==> src/rtl/restoring_divider_ctrl_pkg.sv <==
// Shared constants for the restoring divider controller: FSM encodings and default width.
package restoring_divider_ctrl_pkg;

    localparam int unsigned DEFAULT_WIDTH = 4;

    localparam logic [1:0] ST_IDLE = 2'd0;
    localparam logic [1:0] ST_RUN  = 2'd1;
    localparam logic [1:0] ST_DONE = 2'd2;

endpackage

==> src/rtl/restoring_divider_ctrl_if.sv <==
// Request/result bundle between a requester (master) and the divider controller (slave).
interface restoring_divider_ctrl_if
    import restoring_divider_ctrl_pkg::*;
#(
    parameter int unsigned WIDTH = DEFAULT_WIDTH
) ();

    logic             start;
    logic [WIDTH-1:0] dividend;
    logic [WIDTH-1:0] divisor;
    logic             busy;
    logic             done;
    logic [WIDTH-1:0] quotient;
    logic [WIDTH-1:0] remainder;
    logic             div_by_zero;

    modport master (
        output start, dividend, divisor,
        input  busy, done, quotient, remainder, div_by_zero
    );

    modport slave (
        input  start, dividend, divisor,
        output busy, done, quotient, remainder, div_by_zero
    );

endinterface

==> src/rtl/restoring_divider_ctrl_sub_unit.sv <==
// Ripple-carry subtractor a - b built as a + ~b + 1; no_borrow is the final carry (a >= b).
module sub_unit #(
    parameter int unsigned WIDTH = 5
) (
    input  logic [WIDTH-1:0] a,
    input  logic [WIDTH-1:0] b,
    output logic [WIDTH-1:0] diff,
    output logic             no_borrow
);

    logic [WIDTH:0] carry;

    assign carry[0] = 1'b1;

    for (genvar i = 0; i < WIDTH; i++) begin : g_fa
        logic bn;
        assign bn           = ~b[i];
        assign diff[i]      = a[i] ^ bn ^ carry[i];
        assign carry[i + 1] = (a[i] & bn) | (carry[i] & (a[i] ^ bn));
    end

    assign no_borrow = carry[WIDTH];

endmodule

==> src/rtl/restoring_divider_ctrl.sv <==
// Multi-cycle unsigned restoring divider: one shared subtractor, one quotient bit per clock.
module restoring_divider_ctrl
    import restoring_divider_ctrl_pkg::*;
#(
    parameter int unsigned WIDTH = DEFAULT_WIDTH
) (
    input  logic                    clk,
    input  logic                    rst,
    restoring_divider_ctrl_if.slave bus
);

    localparam int unsigned CNT_W = $clog2(WIDTH) + 1;

    logic [1:0]       state, state_nxt;
    logic [WIDTH:0]   r, r_nxt;
    logic [WIDTH-1:0] q, q_nxt;
    logic [WIDTH-1:0] d, d_nxt;
    logic [CNT_W-1:0] count, count_nxt;
    logic [WIDTH-1:0] quotient, quotient_nxt;
    logic [WIDTH-1:0] remainder, remainder_nxt;
    logic             dbz, dbz_nxt;
    logic             busy, done;

    logic [WIDTH:0]   s, diff, r_step;
    logic             no_borrow;
    logic             r_msb_unused;

    // Shift the next dividend bit into the partial remainder and trial-subtract the divisor.
    assign s            = {r[WIDTH-1:0], q[WIDTH-1]};
    assign r_step       = no_borrow ? diff : s;
    assign r_msb_unused = r[WIDTH];

    sub_unit #(
        .WIDTH(WIDTH + 1)
    ) u_sub (
        .a        (s),
        .b        ({1'b0, d}),
        .diff     (diff),
        .no_borrow(no_borrow)
    );

    // Next-state and datapath update.
    always_comb begin
        state_nxt     = state;
        r_nxt         = r;
        q_nxt         = q;
        d_nxt         = d;
        count_nxt     = count;
        quotient_nxt  = quotient;
        remainder_nxt = remainder;
        dbz_nxt       = dbz;

        case (state)
            ST_IDLE, ST_DONE: begin
                state_nxt = ST_IDLE;
                if (bus.start) begin
                    if (bus.divisor != '0) begin
                        r_nxt     = '0;
                        q_nxt     = bus.dividend;
                        d_nxt     = bus.divisor;
                        count_nxt = CNT_W'(WIDTH - 1);
                        dbz_nxt   = 1'b0;
                        state_nxt = ST_RUN;
                    end else begin
                        quotient_nxt  = '1;
                        remainder_nxt = bus.dividend;
                        dbz_nxt       = 1'b1;
                        state_nxt     = ST_DONE;
                    end
                end
            end
            ST_RUN: begin
                r_nxt = r_step;
                q_nxt = {q[WIDTH-2:0], no_borrow};
                if (count == '0) begin
                    quotient_nxt  = {q[WIDTH-2:0], no_borrow};
                    remainder_nxt = r_step[WIDTH-1:0];
                    state_nxt     = ST_DONE;
                end else begin
                    count_nxt = count - CNT_W'(1);
                end
            end
            default: state_nxt = ST_IDLE;
        endcase
    end

    always_ff @(posedge clk or posedge rst) begin
        if (rst) begin
            state     <= ST_IDLE;
            r         <= '0;
            q         <= '0;
            d         <= '0;
            count     <= '0;
            quotient  <= '0;
            remainder <= '0;
            dbz       <= 1'b0;
            busy      <= 1'b0;
            done      <= 1'b0;
        end else begin
            state     <= state_nxt;
            r         <= r_nxt;
            q         <= q_nxt;
            d         <= d_nxt;
            count     <= count_nxt;
            quotient  <= quotient_nxt;
            remainder <= remainder_nxt;
            dbz       <= dbz_nxt;
            busy      <= (state_nxt == ST_RUN);
            done      <= (state_nxt == ST_DONE);
        end
    end

    assign bus.busy        = busy;
    assign bus.done        = done;
    assign bus.quotient    = quotient;
    assign bus.remainder   = remainder;
    assign bus.div_by_zero = dbz;

endmodule

==> src/flat_wrapper.sv <==
// flat-port wrapper written by rule: the top's interface ports become plain ports
module restoring_divider_ctrl_flat import restoring_divider_ctrl_pkg::*;
#(
    parameter int unsigned WIDTH = DEFAULT_WIDTH
)
  (clk, rst, bus_start, bus_dividend, bus_divisor, bus_busy, bus_done, bus_quotient, bus_remainder, bus_div_by_zero);
  restoring_divider_ctrl_if #(.WIDTH(WIDTH)) bus_i ();
  input  logic clk;
  input  logic rst;
  input wire logic [$bits(bus_i.start)-1:0] bus_start;
  input wire logic [$bits(bus_i.dividend)-1:0] bus_dividend;
  input wire logic [$bits(bus_i.divisor)-1:0] bus_divisor;
  output wire logic [$bits(bus_i.busy)-1:0] bus_busy;
  output wire logic [$bits(bus_i.done)-1:0] bus_done;
  output wire logic [$bits(bus_i.quotient)-1:0] bus_quotient;
  output wire logic [$bits(bus_i.remainder)-1:0] bus_remainder;
  output wire logic [$bits(bus_i.div_by_zero)-1:0] bus_div_by_zero;
  assign bus_i.start = bus_start;
  assign bus_i.dividend = bus_dividend;
  assign bus_i.divisor = bus_divisor;
  assign bus_busy = bus_i.busy;
  assign bus_done = bus_i.done;
  assign bus_quotient = bus_i.quotient;
  assign bus_remainder = bus_i.remainder;
  assign bus_div_by_zero = bus_i.div_by_zero;
  restoring_divider_ctrl #(.WIDTH(WIDTH)) u_core (.clk(clk), .rst(rst), .bus(bus_i));
endmodule
==> config.mk <==
export PLATFORM = sky130hd
export DESIGN_NAME = restoring_divider_ctrl_flat
export DESIGN_NICKNAME = d
export VERILOG_FILES = /design/src/rtl/restoring_divider_ctrl_pkg.sv /design/src/rtl/restoring_divider_ctrl_if.sv /design/src/rtl/restoring_divider_ctrl_sub_unit.sv /design/src/rtl/restoring_divider_ctrl.sv /design/src/flat_wrapper.sv
export SDC_FILE = /design/constraint.sdc
export NUM_CORES = 1
export LEC_CHECK = 0
export BUFFER_PORTS_ARGS = -buffer_cell sky130_fd_sc_hd__clkbuf_2
export CORE_UTILIZATION = 23
export CTS_BUF_LIST = sky130_fd_sc_hd__clkbuf_4 sky130_fd_sc_hd__clkbuf_8 sky130_fd_sc_hd__clkbuf_16
export DETAILED_ROUTE_END_ITERATION = 6
export GPL_ROUTABILITY_DRIVEN = 0
export GPL_TIMING_DRIVEN = 0
export SETUP_SLACK_MARGIN = 0.1
export SYNTH_ARGS = -nofsm -noshare
export SYNTH_HDL_FRONTEND = slang
export SYNTH_SLANG_ARGS = --single-unit
==> constraint.sdc <==
create_clock -name clk -period 3.6 [get_ports clk]
set_input_delay 0.54 -clock clk [delete_from_list [all_inputs] [get_ports clk]]
set_output_delay 0.54 -clock clk [all_outputs]
set_load 0.02 [all_outputs]
; ---- Word-level counts from Yosys, hierarchy flattened
; Cells that the tools add are included.
[op_classes]
n_reduce_logical = 10
add_sub_neg = 1
n_mux = 24
eq_ne = 9
bitwise_logic = 26
[op_table]
columns = cell, n
row1 = 4-bit two-way mux, 11
row2 = 4-bit one-hot mux with 2 select lines, 4
row3 = 3-bit two-way mux, 3
row4 = 1-bit bitwise AND, 8
row5 = 4-bit AND reduction, 2
row6 = 1-bit XOR, 7
row7 = 2-bit two-way mux, 3
row8 = "2-bit != test, second input constant", 3
row9 = 1-bit inverter, 6
row10 = 3-bit one-hot mux with 2 select lines, 1
row11 = 3-bit AND reduction, 2
row12 = 1-bit OR, 5
row13 = "2-bit by 1-bit equality test with 1-bit output, second input constant", 2
row14 = "2-bit equality test, second input constant", 2
row15 = "2-bit by 1-bit != test with 1-bit output, second input constant", 2
row16 = 2-bit one-hot mux with 2 select lines, 1
row17 = 4-bit nonzero test, 1
row18 = 3-bit logical NOT, 1
row19 = "3-bit by 1-bit subtractor with 3-bit output, second input constant", 1
row20 = 2-bit logical NOT, 1
row21 = 2-bit AND reduction, 1
row22 = 2-bit nonzero test, 1
row23 = 2-bit OR reduction, 1
row24 = 1-bit two-way mux, 1
[word_totals]
elab_cells = 80
output_inout_bits = 11
input_bits = 11
reg_bits = 28

; ---- Longest topological paths before layout
[depth]
word_depth = 14
mapped_depth = 12
depth_no_buf = 11

; ---- Modules after synthesis
; A second synthesis with hierarchy kept.
[hier_totals]
cells_unflattened = 129
area_unflattened_um2 = 1431.4
[modules_own_cells]
columns = mod, cells_per_inst, seq_area_each_um2, area_each_um2, instances
row1 = restoring_divider_ctrl, 113, 700.7, 1297.5, 1
row2 = sub_unit, 16, 0.0, 133.9, 1

; ---- Least setup slack after synthesis
; OpenSTA, ideal clock, no wires.
[synth_timing]
path_type = register -> register
start = register u_core.q[3]
end = register u_core.remainder[3] (netlist: u_core.bus.remainder[3])
setup_ns = 0.064
path_slack_ns = 1.066
path_stages_with_launch = 13
arrival_ns = 2.470
n_path_buf = 1
synth_period_minus_slack_ns = 2.534
required_time_ns = 3.536
path_cell_list = dfrtp_1 -> inv_1 -> ha_1 -> inv_1 -> fa_1 -> fa_1 -> inv_1 -> fa_1 -> nor2b_1 -> clkbuf_1 -> mux2_2 -> o21ai_0 -> mux2_4
[synth_via]
elab_chain_cells = 13
word_cells_on_any_way = 15
cone_classes = 3 x mux / 12 x bitwise
[synth_lines]
columns = item, line_no
row1 = from (decl), restoring_divider_ctrl.sv:16  ; logic [WIDTH-1:0] q, q_nxt;
row2 = from (signal assigned), restoring_divider_ctrl.sv:102  ; q <= q_nxt;
row3 = 1-bit bitwise AND or 1-bit XOR (tied branches), restoring_divider_ctrl_sub_unit.sv:19  ; assign carry[i + 1] = (a[i] & bn) | (carry[i] & (a[i] ^ bn));
row4 = 1-bit OR (*), restoring_divider_ctrl_sub_unit.sv:19
row5 = 1-bit bitwise AND (*), restoring_divider_ctrl_sub_unit.sv:19
row6 = 1-bit OR (*), restoring_divider_ctrl_sub_unit.sv:19
row7 = 1-bit bitwise AND (*), restoring_divider_ctrl_sub_unit.sv:19
row8 = 1-bit OR (*), restoring_divider_ctrl_sub_unit.sv:19
row9 = 1-bit bitwise AND, restoring_divider_ctrl_sub_unit.sv:19
row10 = 1-bit OR, restoring_divider_ctrl_sub_unit.sv:19
row11 = 1-bit bitwise AND, restoring_divider_ctrl_sub_unit.sv:19
row12 = 1-bit OR, restoring_divider_ctrl_sub_unit.sv:19
row13 = 4-bit two-way mux (*), restoring_divider_ctrl.sv:30  ; assign r_step = no_borrow ? diff : s;
row14 = 4-bit two-way mux (*), restoring_divider_ctrl.sv:75  ; if (count == '0) begin
row15 = 4-bit one-hot mux with 2 select lines (*), restoring_divider_ctrl.sv:53  ; case (state)
row16 = to (signal assigned), restoring_divider_ctrl.sv:106  ; remainder <= remainder_nxt;
row17 = to (decl), restoring_divider_ctrl.sv:20  ; logic [WIDTH-1:0] remainder, remainder_nxt;
; Every way passes the cells marked *; elsewhere a longest branch is shown, timed or not. The select of a mux whose other input is x is not followed.
; A chain may end at the register's enable or synchronous reset.

; ---- Worst setup path in the final report
; Ends and elaborated chain as after synthesis.

==> metrics.md <==
| Metric | Value |
|---|---|
| Via/cell ratio | `4.22` |
| Die area | `6270 sq um` |
| Max-Cap Viols | `0` |
| FF-to-FF path depth | `12` |
| Area Growth Syn to Fin | `18.3%` |
| RSZ-0062 raised after global routing | `no` |
| Post-Route WL | `about 2700 microns` |
| Post-layout min period | `approximately 2.9 ns` |
| Sequential area share after synthesis | `51.1%` |
| Syn Area/Cell | `around 11 sq um` |
| Reg2reg start | `u_core.q[3]` |
| Netlist cell types | `31` |
| CTS Sinks | `28` |
| Worst-path clk slew | `about 0.090 ns` |
| Worst-Margin Slew | `1.05 ns` |
| Lkg Pwr | `0.778 nW` |
| Die width | `between 70 and 80 microns` |
| Initial Util | `between 20% and 30%` |
| Fmax | `0.350 GHz` |
| Crit-path max FO | `5` |
| Fin nets | `173` |
| Residual DRC | `0` |
| Vias in the first global route | `between 900 and 1k` |
| Post-synthesis cell count | `130` |
| Crit path from | `u_core.q[3]` |
| Power density over cell area | `977 nW/um^2` |
| Tcrit/Tclk final | `approximately four fifths` |
| Total CTS buffers | `3` |
| Post-CTS Setup Bufs | `0` |
| Avg WL per Cell | `about 12 microns` |
| PostCTS Resize Cnt | `0` |
| R2r setup slk | `approximately 0.74 ns` |
| CP startpoint kind | `register` |
| Max-slew violations | `0` |
| Die Y | `about 80 microns` |
| Final hold viol count | `0` |
| WHS | `roughly 0.48 ns` |
| HP Start | `u_core.bus.quotient[1]` |
| CTS tree | `built` |
| Synth warn | `0` |
| Required time worst endpoint | `3.82 ns` |
| Worst-Skew Late Latency | `between 0.2 and 0.3 ns` |
| Setup_tns | `0 ns` |
| Vias | `about 960` |
| Worst clock skew | `around 0.0015 ns` |
| Slew HR | `between 20% and 30%` |
| Detailed Route Iter0 Violations | `37` |
| IO buf count | `21` |
| Worst path arrival time | `3.08 ns` |
| Status | `finished clean` |
| Worst hold path type | `reg2reg` |
| Initial antenna violation count | `0` |
| Post-route ant nets | `0` |
| Worst reg2reg path endpoint | `u_core.bus.remainder[3]` |
| Worst setup path endpoint | `u_core.bus.remainder[3]` |
| Post-layout util | `28.9%` |
| Clk root buf | `clkbuf_8` |
| Post-Synthesis Cell Area | `~1400 sq um` |
| First-pass GRT wire length | `about 4700 microns` |
| Hpwl dp | `2050 microns` |
| Io pins | `22` |
| Peak supply drop | `between 0.2 and 0.3 mV` |
| Post-cts hold buffer count | `0` |
| N_diodes | `0` |
| Synthesized flop and latch total | `28` |
| Layout cell share with drive strength beyond 1 | `~28%` |
| H-Tree Depth | `1` |
| Final Setup Violations | `0` |
| Core area | `5610 sq um` |
| Clock Path Buffers | `2` |
| Site row count | `27` |
| All-layer global routing usage | `under 10%` |
| TritonRoute pass-1 iters | `4` |
| Grt ovf | `0` |
| Kind of critical path | `reg2reg` |
| CP endpoint kind | `register` |
| Pin count of the biggest net entering global routing | `29` |
| Syn_nets | `147` |
## state kept, by name, summed over array words and instances, names as in the netlist
signal,count
u_core.state,2
u_core.r,4
u_core.count,3
u_core.bus.done,1
u_core.bus.div_by_zero,1
u_core.bus.remainder,4
u_core.d,4
u_core.bus.busy,1
u_core.q,4
u_core.bus.quotient,4
## synth_stat cells
| cell type | instances | area (sq um) |
|---|---|---|
| a21oi_1 | 3 | 15.0 |
| a31oi_1 | 4 | 25.0 |
| and4bb_2 | 1 | 12.5 |
| buf_2 | 2 | 10.0 |
| buf_4 | 1 | 7.51 |
| buf_6 | 1 | 11.3 |
| clkbuf_1 | 2 | 7.51 |
| dfrtp_1 | 28 | 701 |
| fa_1 | 3 | 60.1 |
| ha_1 | 3 | 37.5 |
| inv_1 | 11 | 41.3 |
| inv_4 | 1 | 6.26 |
| mux2_2 | 2 | 22.5 |
| mux2_4 | 4 | 60.1 |
| mux2i_1 | 2 | 20.0 |
| nand2_1 | 28 | 105 |
| nand2b_1 | 1 | 6.26 |
| nand3_1 | 1 | 5.00 |
| nand3b_1 | 1 | 7.51 |
| nor2_1 | 5 | 18.8 |
| nor2b_1 | 2 | 12.5 |
| nor2b_2 | 1 | 8.76 |
| nor2b_4 | 1 | 13.8 |
| nor3_1 | 2 | 10.0 |
| nor4_4 | 1 | 21.3 |
| o21ai_0 | 10 | 50.1 |
| o22ai_1 | 4 | 25.0 |
| o22ai_4 | 1 | 20.0 |
| o31ai_1 | 1 | 7.51 |
| or2_2 | 2 | 12.5 |
| or2b_2 | 1 | 8.76 |
## worst min-delay path by stage
stage	endpoint	slack (ns)	depth (start not counted)
6_report	u_core.bus.quotient[1]	0.48	2
5_1_grt	u_core.count[0]	0.51	1
4_1_cts	u_core.count[0]	0.49	1
3_5_place_dp	u_core.bus.quotient[1]	0.47	2
3_3_place_gp	u_core.count[0]	0.46	1
2_1_floorplan	u_core.count[0]	0.44	1
## metrics by stage
| stage | worst slack, ns | cells | cell area, sq um | total power, mW |
|---|---|---|---|---|
| after floorplan | 1.07 | 130 | 1370 | 1.18 |
| after global placement | 0.841 | 223 | 1570 | 1.37 |
| after detailed placement | 0.754 | 223 | 1570 | 1.40 |
| after CTS | 0.715 | 227 | 1620 | 1.60 |
| after global routing | 0.572 | 227 | 1620 | 1.74 |
| final | 0.740 | 227 | 1620 | 1.58 |
## power by group
part	total, mW	leakage, nW	switching [mW]	internal (mW)
Sequential	0.566	0.335	0.0930	0.473
Clock	0.194	0.0288	0.0959	0.0980
Combinational	0.823	0.415	0.465	0.358
## layout make-up
cell class / count / area [sq um]
repair buffers: 21 / 105
clock buffers: 4 / 55.1
inverters: 12 / 47.5
plain buffers: 6 / 36.3
flip-flops and latches: 28 / 701
multi-input cells: 84 / 586
fillers: 620 / 3990
well taps: 72 / 90.1
## cells by family (layout without fill, tap and decap cells)
kind of cell    count (synthesis)  in the layout  synth area share (%)
simple gates                   47             47                  17.7
flops                          28             28                  51.1
compound gates                 23             23                  10.4
buf+inv                        18             43                  6.12
mux                             8              8                  7.49
fa+ha+maj                       6              6                  7.12
## routing by layer
layer  global-route usage [%]  vias to the layer above  part of all wire (%)
li1                         -                      476                     -
met5                        0                        -                     0
met3                     2.30                        5                   4.1
met4                     2.73                        0                   1.4
met1                     12.1                      462                    46
met2                     17.6                       15                    49
## worst max-delay path: stages, from the launching register on
cell and delay (ns):
dfrtp_1 0.40, inv_1 0.08, ha_1 0.14, inv_1 0.05
fa_1 0.39, fa_1 0.38, inv_1 0.08, fa_1 0.15
nor2b_1 0.12, clkbuf_1 0.27, mux2_2 0.39, o21ai_0 0.20
mux2_4 0.18
## cells in the final DEF (no fill, tap or decap), types with 2 or more instances in the layout
| cell type | count |
|---|---|
| inv_1 | 11 |
| nand2_1 | 28 |
| mux2_4 | 4 |
| a31oi_1 | 4 |
| a21oi_1 | 3 |
| o21ai_0 | 10 |
| mux2_2 | 2 |
| fa_1 | 3 |
| o22ai_1 | 4 |
| nor2b_1 | 2 |
| ha_1 | 3 |
| clkbuf_1 | 2 |
| nor2_1 | 5 |
| dfrtp_1 | 28 |
| nor3_1 | 2 |
| mux2i_1 | 2 |
| clkbuf_2 | 21 |
| buf_2 | 2 |
| or2_2 | 2 |
| clkbuf_8 | 4 |
No activity file was read; power rests on OpenSTA's default activity.
